### src/rtl/mem_arbiter_ctrl.sv
// ============================================================================
// Module   : mem_arbiter_ctrl
// Brief    : Single-port shared memory with a built-in fixed-priority or
//            round-robin arbiter; one read/write per grant, ack/rvalid reply.
// Revision : 1.0 - initial release
// ============================================================================
`default_nettype none
`timescale 1ns/1ps

module mem_arbiter_ctrl #(
   parameter int NUM_CH   = 4,
   parameter int DATA_W   = 8,
   parameter int ADDR_W   = 8,
   parameter int DEPTH    = 64,
   parameter int ARB_MODE = 1
) (
   input  logic                       clk,
   input  logic                       reset,
   input  logic [NUM_CH-1:0]          req,
   input  logic [NUM_CH-1:0]          rw,
   input  logic [NUM_CH*ADDR_W-1:0]   addr,
   input  logic [NUM_CH*DATA_W-1:0]   wdata,
   output logic [NUM_CH-1:0]          ack,
   output logic [NUM_CH-1:0]          rvalid,
   output logic [DATA_W-1:0]          rdata,
   output logic                       busy,
   output logic [$clog2(NUM_CH)-1:0]  grant_id,
   output logic [NUM_CH-1:0]          err
);

   localparam int c_ID_W  = $clog2(NUM_CH);
   localparam int c_CW    = c_ID_W + 1;
   localparam int c_IDX_W = (DEPTH > 1) ? $clog2(DEPTH) : 1;
   localparam int c_AX_W  = ADDR_W + 1;
   localparam logic [c_AX_W-1:0] c_DEPTH_X = c_AX_W'(DEPTH);

   localparam logic [1:0] c_IDLE   = 2'd0;
   localparam logic [1:0] c_ACCESS = 2'd1;
   localparam logic [1:0] c_DONE   = 2'd2;

   logic [1:0]         r_state;
   logic [1:0]         w_next_state;

   logic [c_ID_W-1:0]  r_rr_ptr;
   logic [c_ID_W-1:0]  r_winner;
   logic               r_rw;
   logic [c_IDX_W-1:0] r_idx;
   logic               r_in_range;
   logic [DATA_W-1:0]  r_wdata;
   logic [DATA_W-1:0]  r_rd_buf;
   logic [DATA_W-1:0]  r_mem [DEPTH];

   logic [c_ID_W-1:0]  w_base;
   logic [c_CW-1:0]    w_cand;
   logic [c_ID_W-1:0]  w_winner;
   logic [ADDR_W-1:0]  w_sel_addr;
   logic               w_in_range;
   logic               w_grant;

   logic [NUM_CH-1:0]  w_ack_nxt;
   logic [NUM_CH-1:0]  w_rvalid_nxt;
   logic [NUM_CH-1:0]  w_err_nxt;
   logic               w_busy_nxt;

   // Fixed priority is round-robin with the search base pinned to channel 0.
   assign w_base = (ARB_MODE == 1) ? r_rr_ptr : '0;

   always_comb begin
      w_winner = '0;
      w_cand   = '0;
      for (int k = NUM_CH - 1; k >= 0; k--) begin
         w_cand = {1'b0, w_base} + c_CW'(k);
         if (w_cand >= c_CW'(NUM_CH))
            w_cand = w_cand - c_CW'(NUM_CH);
         if (req[w_cand[c_ID_W-1:0]])
            w_winner = w_cand[c_ID_W-1:0];
      end
   end

   assign w_sel_addr = addr[w_winner * ADDR_W +: ADDR_W];
   assign w_in_range = ({1'b0, w_sel_addr} < c_DEPTH_X);
   assign w_grant    = (r_state == c_IDLE) && (|req);

   always_ff @(posedge clk or posedge reset) begin
      if (reset)
         r_state <= c_IDLE;
      else
         r_state <= w_next_state;
   end

   always_comb begin
      w_next_state = r_state;
      case (r_state)
         c_IDLE:   if (|req) w_next_state = c_ACCESS;
         c_ACCESS: w_next_state = c_DONE;
         c_DONE:   w_next_state = c_IDLE;
         default:  w_next_state = c_IDLE;
      endcase
   end

   always_comb begin
      w_ack_nxt    = '0;
      w_rvalid_nxt = '0;
      w_err_nxt    = '0;
      w_busy_nxt   = (w_next_state != c_IDLE);
      if (r_state == c_DONE) begin
         w_ack_nxt[r_winner]    = 1'b1;
         w_rvalid_nxt[r_winner] = ~r_rw;
         w_err_nxt[r_winner]    = ~r_in_range;
      end
   end

   always_ff @(posedge clk or posedge reset) begin
      if (reset) begin
         ack        <= '0;
         rvalid     <= '0;
         err        <= '0;
         busy       <= 1'b0;
         rdata      <= '0;
         grant_id   <= '0;
         r_rr_ptr   <= '0;
         r_winner   <= '0;
         r_rw       <= 1'b0;
         r_idx      <= '0;
         r_in_range <= 1'b0;
         r_wdata    <= '0;
      end else begin
         ack    <= w_ack_nxt;
         rvalid <= w_rvalid_nxt;
         err    <= w_err_nxt;
         busy   <= w_busy_nxt;
         if (w_grant) begin
            r_winner   <= w_winner;
            grant_id   <= w_winner;
            r_rw       <= rw[w_winner];
            r_idx      <= w_sel_addr[c_IDX_W-1:0];
            r_in_range <= w_in_range;
            r_wdata    <= wdata[w_winner * DATA_W +: DATA_W];
         end
         if (r_state == c_DONE) begin
            r_rr_ptr <= (r_winner == c_ID_W'(NUM_CH - 1)) ? '0 : r_winner + 1'b1;
            if (!r_rw)
               rdata <= r_rd_buf;
         end
      end
   end

   // Array kept free of reset; reset forces IDLE, which blocks any access.
   always_ff @(posedge clk) begin
      if (r_state == c_ACCESS) begin
         if (r_rw && r_in_range)
            r_mem[r_idx] <= r_wdata;
         if (!r_rw)
            r_rd_buf <= r_in_range ? r_mem[r_idx] : '0;
      end
   end

endmodule

`default_nettype wire

### config.mk
export PLATFORM = sky130hd
export DESIGN_NAME = mem_arbiter_ctrl
export DESIGN_NICKNAME = d
export VERILOG_FILES = /design/src/rtl/mem_arbiter_ctrl.sv
export SDC_FILE = /design/constraint.sdc
export NUM_CORES = 1
export LEC_CHECK = 0
export CAP_MARGIN = 20
export CORE_MARGIN = 4
export CORE_UTILIZATION = 35
export CTS_CLUSTER_DIAMETER = 100
export DETAILED_ROUTE_END_ITERATION = 8
export RECOVER_POWER = 50
export SYNTH_ARGS = -nofsm -noshare
export SYNTH_HDL_FRONTEND = slang
export SYNTH_SLANG_ARGS = --single-unit
### constraint.sdc
create_clock -name clk -period 2.3 [get_ports clk]
set_input_delay 0.46 -clock clk [delete_from_list [all_inputs] [get_ports clk]]
set_output_delay 0.46 -clock clk [all_outputs]
set_load 0.01 [all_outputs]
==> results of run 1 <==
==> cell usage in the layout, fill, tap and decap left out, types with 6 or more instances in the layout <==
cell type | synthesis | routed
a21oi_1 | 21 | 16
a221o_1 | 8 | 8
a221oi_1 | 37 | 26
a221oi_2 | 1 | 12
a22o_1 | 7 | 7
a22oi_1 | 32 | 28
a31oi_1 | 8 | 7
and2_0 | 1 | 6
and3_1 | 11 | 11
buf_12 | 0 | 26
buf_4 | 9 | 246
buf_6 | 7 | 32
clkbuf_1 | 32 | 31
clkbuf_16 | 0 | 57
clkbuf_2 | 1 | 8
clkdlybuf4s50_1 | 0 | 94
dfrtp_1 | 43 | 36
edfxtp_1 | 520 | 520
inv_1 | 8 | 8
mux2_2 | 50 | 49
mux2i_1 | 90 | 85
mux4_2 | 49 | 49
nand2_1 | 54 | 51
nand2b_1 | 7 | 7
nand3_1 | 13 | 12
nor2_1 | 89 | 81
nor2_2 | 0 | 7
o21ai_0 | 18 | 13
o221ai_1 | 18 | 18
o22a_1 | 8 | 7
o22ai_1 | 25 | 19
==> sequential cells by signal, indices dropped and copies added (netlist names) <==
register and count:
r_rw 1, r_mem 512, busy 1, r_state 2, err 4, ack 4, rvalid 4, r_wdata 8
r_idx 6, r_rd_buf 8, rdata 8, r_rr_ptr 2, r_winner 2, r_in_range 1
==> power groups by stage <==
stage	registers [mW]	clock network [mW]	logic, mW
5_1_grt	13.9	9.40	15.6
2_1_floorplan	14.0	0	5.87
3_5_place_dp	14.1	0	12.8
3_3_place_gp	14.1	0	12.8
4_1_cts	13.7	8.95	14.6
6_report	13.8	8.80	14.9
==> layout make-up <==
cell class | count | area [um^2]
clock buffer | 84 | 1570
clock inverter | 15 | 174
fill | 5462 | 34000
inverter | 10 | 42.5
multi-input combinational | 629 | 5690
sequential | 563 | 16700
tap | 846 | 1060
timing repair buffer | 427 | 4030
==> cell families after synthesis <==
group	count (synthesis)	synth area share (%)
adder cells (fa/ha/maj)	4	0.223
multiplexers	190	11.5
AND/OR/NAND/NOR	213	4.35
AO/OA/AOI/OAI	222	7.58
buffers and inverters	93	2.12
flip-flops	563	74.3
==> layer usage <==
metal	wire length (um)	global-route usage, %
met1	27200	27.1
met2	31100	30.9
met3	6400	4.07
met4	2050	5.56
met5	0	0
==> what timing repair did <==
| item | CTS | global route |
|---|---|---|
| endpoints found under the setup margin | 259 | 190 |
| pin swaps | 29 | 15 |
| setup buffers | 29 | 7 |
| resized for setup | 92 | 35 |
| hold endpoints to repair | 0 | 0 |
| cloned | 5 | 0 |
==> through the flow <==
step	instances	power [mW]
finish	2574	37.5
global route	2574	38.9
CTS	2568	37.3
detailed placement	2436	26.9
global placement	2435	26.8
floorplan	1285	19.9
==> worst paths after layout <==
check	endpoint	slack (ps)	cells after the start
min	rdata[0]$_DFFE_PP0P_	510	1
max	r_rd_buf[1]$_SDFFCE_PN0P_	-290	8
max in group asynchronous	err[3]$_DFF_PP0_	450	3
max reg2reg	r_rd_buf[1]$_SDFFCE_PN0P_	-290	8
min in group asynchronous	busy$_DFF_PP0_	530	2
min reg2reg	rdata[0]$_DFFE_PP0P_	510	1
==> worst max-delay path, stage by stage (launching register included) <==
cell	delay (ps)
dfrtp_4	440
buf_12	170
buf_12	150
mux4_2	510
mux2i_2	180
buf_4	190
o22ai_4	70
a211o_1	290
o41a_1	320
==> summary.md, run 1 <==
| Metric | Value |
|---|---|
| Status | `finished with violations` |
| Failing checks | `max-capacitance violations, max-slew violations, negative setup slack` |
| VDD IR max | `approximately 0.63 mV` |
| CP Launch Type | `flop` |
| Hold_buf cts | `0` |
| Top_reg_cell synth | `edfxtp_1` |
| Area contributors post-synth | `edfxtp_1 (69%), mux4_2 (4.9%), dfrtp_1 (4.8%), mux2i_1 (4.0%), mux2_2 (2.5%)` |
| CTS tree | `built` |
| H-tree depth | `2` |
| Post-Syn Nets | `1363` |
| Share of cells above drive strength 1 | `33.2%` |
| Starting density of the core | `between 30% and 40%` |
| YS warnings | `0` |
| DRT iter0 DRCs | `1590` |
| Post-Syn Instances | `around 1300` |
| Clock buffer depth | `3` |
| Register area share after synthesis | `between 70% and 80%` |
| P&R area growth vs syn | `30.2%` |
| Placed cell areas | `between 0.02 and 0.03 mm^2` |
| Setup ws final | `-287 ps` |
| Crit path from | `r_idx[1]$_DFFE_PP0P_` |
| Sw Pwr | `12.6 mW` |
| Crit share post-route | `112%` |
| Fin Hold WS | `~510 ps` |
| Number of CTS-inserted buffers | `56` |
| Leading cell types by count after synthesis | `edfxtp_1 (520), mux2i_1 (90), nor2_1 (89)` |
| Crit path time final | `2590 ps` |
| Setup CP Type | `flop to flop` |
| PortBufs | `between 90 and 100` |
| DP Worst Slack | `-620 ps` |
| Slew HR | `-14.7%` |
| Number of max-cap violations | `4` |
| Mapped Avg Cell Area | `17.5 um^2` |
| Fmax achieved | `between 300 and 400 MHz` |
| Clock share of power | `a little under a quarter` |
| Die ar. | `about 0.068 mm^2` |
| Post-DP HPWL | `44.2 mm` |
| Count of cell types in the netlist | `60` |
| Ant. Diodes | `0` |
| Final wirelength | `roughly 67 mm` |
| Core area | `about 0.063 mm^2` |
| Pleak | `around 10 nW` |
| Die height | `about 260 um` |
| Post-route antenna net violation count | `0` |
| Routed WL per cell | `about 26 um` |
| # setup viols final | `10` |
| Largest net degree at the start of global routing | `66` |
| Final Hold Vio Count | `0` |
| Worst hold start | `rdata[0]$_DFFE_PP0P_` |
| First-pass GRT wire length | `about 97 mm` |
| Pwr per Cell Area | `1280 mW/mm^2` |
| Clock-pin slew on the worst setup and hold paths | `~60 ps` |
| Top cell type by total area after synthesis | `edfxtp_1` |
| Vias | `between 10000 and 15000` |
| Die X-Extent | `roughly 260 um` |
| Critical Path AT | `2940 ps` |
| Gate power share | `about 40%` |
| Routability Congestion | `between 0.9 and 1` |
| Root buffer cell | `clkbuf_16` |
| Final Util | `46.2%` |
| Hold crit path type | `flop to flop` |
| I/O pins | `between 90 and 100` |
| GRT Residual Overflow | `0` |
| Post-Route Skew | `between 10 and 15 ps` |
| Crit path max fanout | `9` |
| Post-synth EDFFs | `between 500 and 600` |
| GRT Total Usage | `around a fifth` |
| Initial antenna violation count | `0` |
| Sequential share of power | `36.8%` |
| Nets | `1765` |
| FP Rows | `a little over 90` |
| Worst skew pair latency | `610 ps` |
| Final Max Tran Viols | `slightly above 200` |
| Design area | `a little under 0.03 mm^2` |
| CTS sink count | `approximately 560` |
| Async set-reset flop share out of synthesis | `under 10%` |
| Worst-margin pin slew | `between 1500 and 2000 ps` |
| Drt pass-1 iters | `5` |
| Number of global-route vias before repair | `between 10000 and 15000` |
| Syn Std Cell Area | `between 0.02 and 0.025 mm^2` |
| Post-synth top area share | `a little over two thirds` |
| Register bit total from synthesis | `roughly 560` |
| Worst Path Required | `2650 ps` |
| RSZ-0062 raised after global routing | `yes` |
| P_int | `between 20 and 25 mW` |
| DRC Markers | `0` |
| Crit end category | `flop` |
| Vias per Instance | `around 5.5` |
| Setup TNS Final | `-1460 ps` |
| Reg-to-reg critical path startpoint | `r_idx[1]$_DFFE_PP0P_` |
| Most frequent cell after synthesis | `edfxtp_1` |
| Sw frac | `between 30% and 40%` |
Power figures use the tool's default switching activity.
==> run 2: changes to the inputs <==
--- a/config.mk
+++ b/config.mk
@@ -6,6 +6,7 @@
 export NUM_CORES = 1
 export LEC_CHECK = 0
 export CAP_MARGIN = 20
+export CORE_ASPECT_RATIO = 0.9
 export CORE_MARGIN = 4
 export CORE_UTILIZATION = 35
 export CTS_CLUSTER_DIAMETER = 100
==> run 2 against run 1 <==
Against the previous run: the flow still finishes with violations (max-capacitance violations, max-slew violations, negative setup slack); cell area down 2.5%; clock skew rose by 10 ps; global-route usage is 0.88 points lower; wire length shrank 3.9%; register-to-register slack better by 50 ps; die area barely moved; sequential cell count stayed put; critical endpoint is now r_rd_buf[5]$_SDFFCE_PN0P_.
==> summary.md, run 2 (synthesized netlist as in run 1, its figures left out) <==
| Metric | Value |
|---|---|
| Status | `finished with violations` |
| Failing checks | `max-capacitance violations, max-slew violations, negative setup slack` |
| Crit path time final | `2540 ps (-49.8 ps)` |
| Design area | `0.0285 mm^2 (-2.5%)` |
| Clock buffer depth | `3 (unchanged)` |
| Worst Path Required | `2640 ps (about the same)` |
| Vias per Instance | `5.44 (-0.27%)` |
| Pwr per Cell Area | `1250 mW/mm^2 (-2.8%)` |
| Number of max-cap violations | `1 (-3)` |
| Most frequent cells in the layout | `edfxtp_1 (520), buf_4 (242), clkdlybuf4s50_1 (94), nor2_1 (83), mux2i_1 (83)` |
| Crit share post-route | `110% (-2.2 points)` |
| I/O pins | `97 (unchanged)` |
| Clock-pin slew on the worst setup and hold paths | `70 ps (about the same)` |
| Share of cells above drive strength 1 | `31.2% (-2.0 points)` |
| Largest Register | `r_mem` |
| P&R area growth vs syn | `27.0%` |
| H-tree depth | `2 (unchanged)` |
| Initial antenna violation count | `1 (+1)` |
| CTS tree | `built` |
| Routability Congestion | `0.918 (+1.5%)` |
| Placed cell areas | `0.0264 mm^2 (-0.89%)` |
| Crit path max fanout | `7 (-2)` |
| Crit path from | `r_idx[0]$_DFFE_PP0P_` |
| Pleak | `9.90 nW (-3.3%)` |
| Number of CTS-inserted buffers | `56 (unchanged)` |
| DRC Markers | `0 (unchanged)` |
| Drt pass-1 iters | `5 (unchanged)` |
| Post-Route Skew | `23.6 ps (+10.4 ps)` |
| Crit end category | `flop` |
| Worst-margin pin slew | `1530 ps (-191 ps)` |
| Slew HR | `-2.02% (+13 points)` |
| DRT iter0 DRCs | `1520 (-4.4%)` |
| GRT Residual Overflow | `0 (unchanged)` |
| Reg-to-reg critical path startpoint | `r_idx[0]$_DFFE_PP0P_` |
| Nets | `1723 (-2.4%)` |
| # setup viols final | `8 (-2)` |
| First-pass GRT wire length | `93.9 mm (-3.1%)` |
| VDD IR max | `0.576 mV (-8.4%)` |
| Final Max Tran Viols | `66 (-68%)` |
| Hold crit path type | `flop to flop` |
| FP Rows | `87 (-5.4%)` |
| Largest net degree at the start of global routing | `66 (unchanged)` |
| Root buffer cell | `clkbuf_16` |
| Worst skew pair latency | `620 ps (about the same)` |
| Starting density of the core | `35.6% (+0.098 points)` |
| Commonest non-fill, non-tap cell in the layout | `edfxtp_1` |
| Vias | `13800 (-1.9%)` |
| Setup ws final | `-237 ps (+49.8 ps)` |
| Final Util | `45.2% (-1.0 points)` |
| Hold_buf cts | `0 (unchanged)` |
| Post-route antenna net violation count | `0 (unchanged)` |
| CP Launch Type | `flop` |
| Critical Path AT | `2870 ps (-70 ps)` |
| Die height | `248 um (-5.0%)` |
| Core area | `0.0631 mm^2 (-0.28%)` |
| Fmax achieved | `394 MHz (+2.0%)` |
| Die X-Extent | `275 um (+5.2%)` |
| Routed WL per cell | `25.3 um (-2.4%)` |
| PortBufs | `96 (unchanged)` |
| GRT Total Usage | `18.5% (-0.88 points)` |
| Worst hold start | `rdata[0]$_DFFE_PP0P_` |
| RSZ-0062 raised after global routing | `yes` |
| Post-DP HPWL | `43.9 mm (-0.63%)` |
| Setup CP Type | `flop to flop` |
| CTS sink count | `563 (unchanged)` |
| Die ar. | `0.0683 mm^2 (about the same)` |
| Number of global-route vias before repair | `13600 (-3.9%)` |
| Total power | `35.6 mW (-5.2%)` |
| Final Hold Vio Count | `0 (unchanged)` |
| Final wirelength | `64.1 mm (-3.9%)` |
| Max FFs per register | `512 (unchanged)` |
run 2: routing by layer:
metal / wire (um) / global-route usage, % / vias up
li1: - / - / 5926
met4: 1620 / 5.06 / 0
met2: 29400 / 28.3 / 697
met3: 6150 / 3.73 / 103
met5: 0 / 0 / -
met1: 26900 / 27.0 / 7045
run 2: worst max-delay path, cell delays in order, from the launching register on:
cell,delay [ps]
dfrtp_4,490
buf_6,160
clkinv_2,220
buf_4,270
buf_4,150
a221o_1,340
a22oi_2,300
o22a_1,200
a41oi_1,110
run 2: power by group:
part           switching, mW  total (mW)  leakage (nW)  internal, mW
combinational           7.45        13.2          3.83          5.80
clock                   3.75        8.53         0.819          4.78
sequential             0.826        13.8          5.25          13.0
run 2: timing repair:
action,in CTS,in global routing
resized for setup,41,47
cloned,1,0
setup buffers,9,8
pin swaps,11,14
setup endpoints to repair,280,205
run 2: stage by stage:
step                      setup WS [ps]  setup TNS, ps  hold slack, ps  instances
after floorplan                   -82.8         -20020             454       1285
after global placement             -466          -9380             491       2414
after detailed placement           -441          -9570             495       2414
after CTS                          -205          -1340             240       2524
after global routing               -266          -4200             526       2532
final                              -237          -1390             505       2533
run 2: area by class of cell:
type / instances / area [um^2]
Fill cell: 5485 / 34600
Sequential cell: 563 / 16700
Multi-Input combinational cell: 629 / 5620
Timing Repair Buffer: 385 / 3430
Clock buffer: 75 / 1500
Tap cell: 845 / 1060
Clock inverter: 25 / 184
Inverter: 10 / 42.5
Antenna cell: 1 / 2.50
run 2: final timing paths:
path / endpoint / slack (ps) / depth (start not counted)
worst max register to register: r_rd_buf[5]$_SDFFCE_PN0P_ / -240 / 8
worst max-delay path: r_rd_buf[5]$_SDFFCE_PN0P_ / -240 / 8
max in group asynchronous: err[3]$_DFF_PP0_ / 690 / 3
min in group asynchronous: r_idx[0]$_DFFE_PP0P_ / 580 / 2
worst min-delay path: rdata[0]$_DFFE_PP0P_ / 500 / 1
worst min register to register: rdata[0]$_DFFE_PP0P_ / 500 / 1
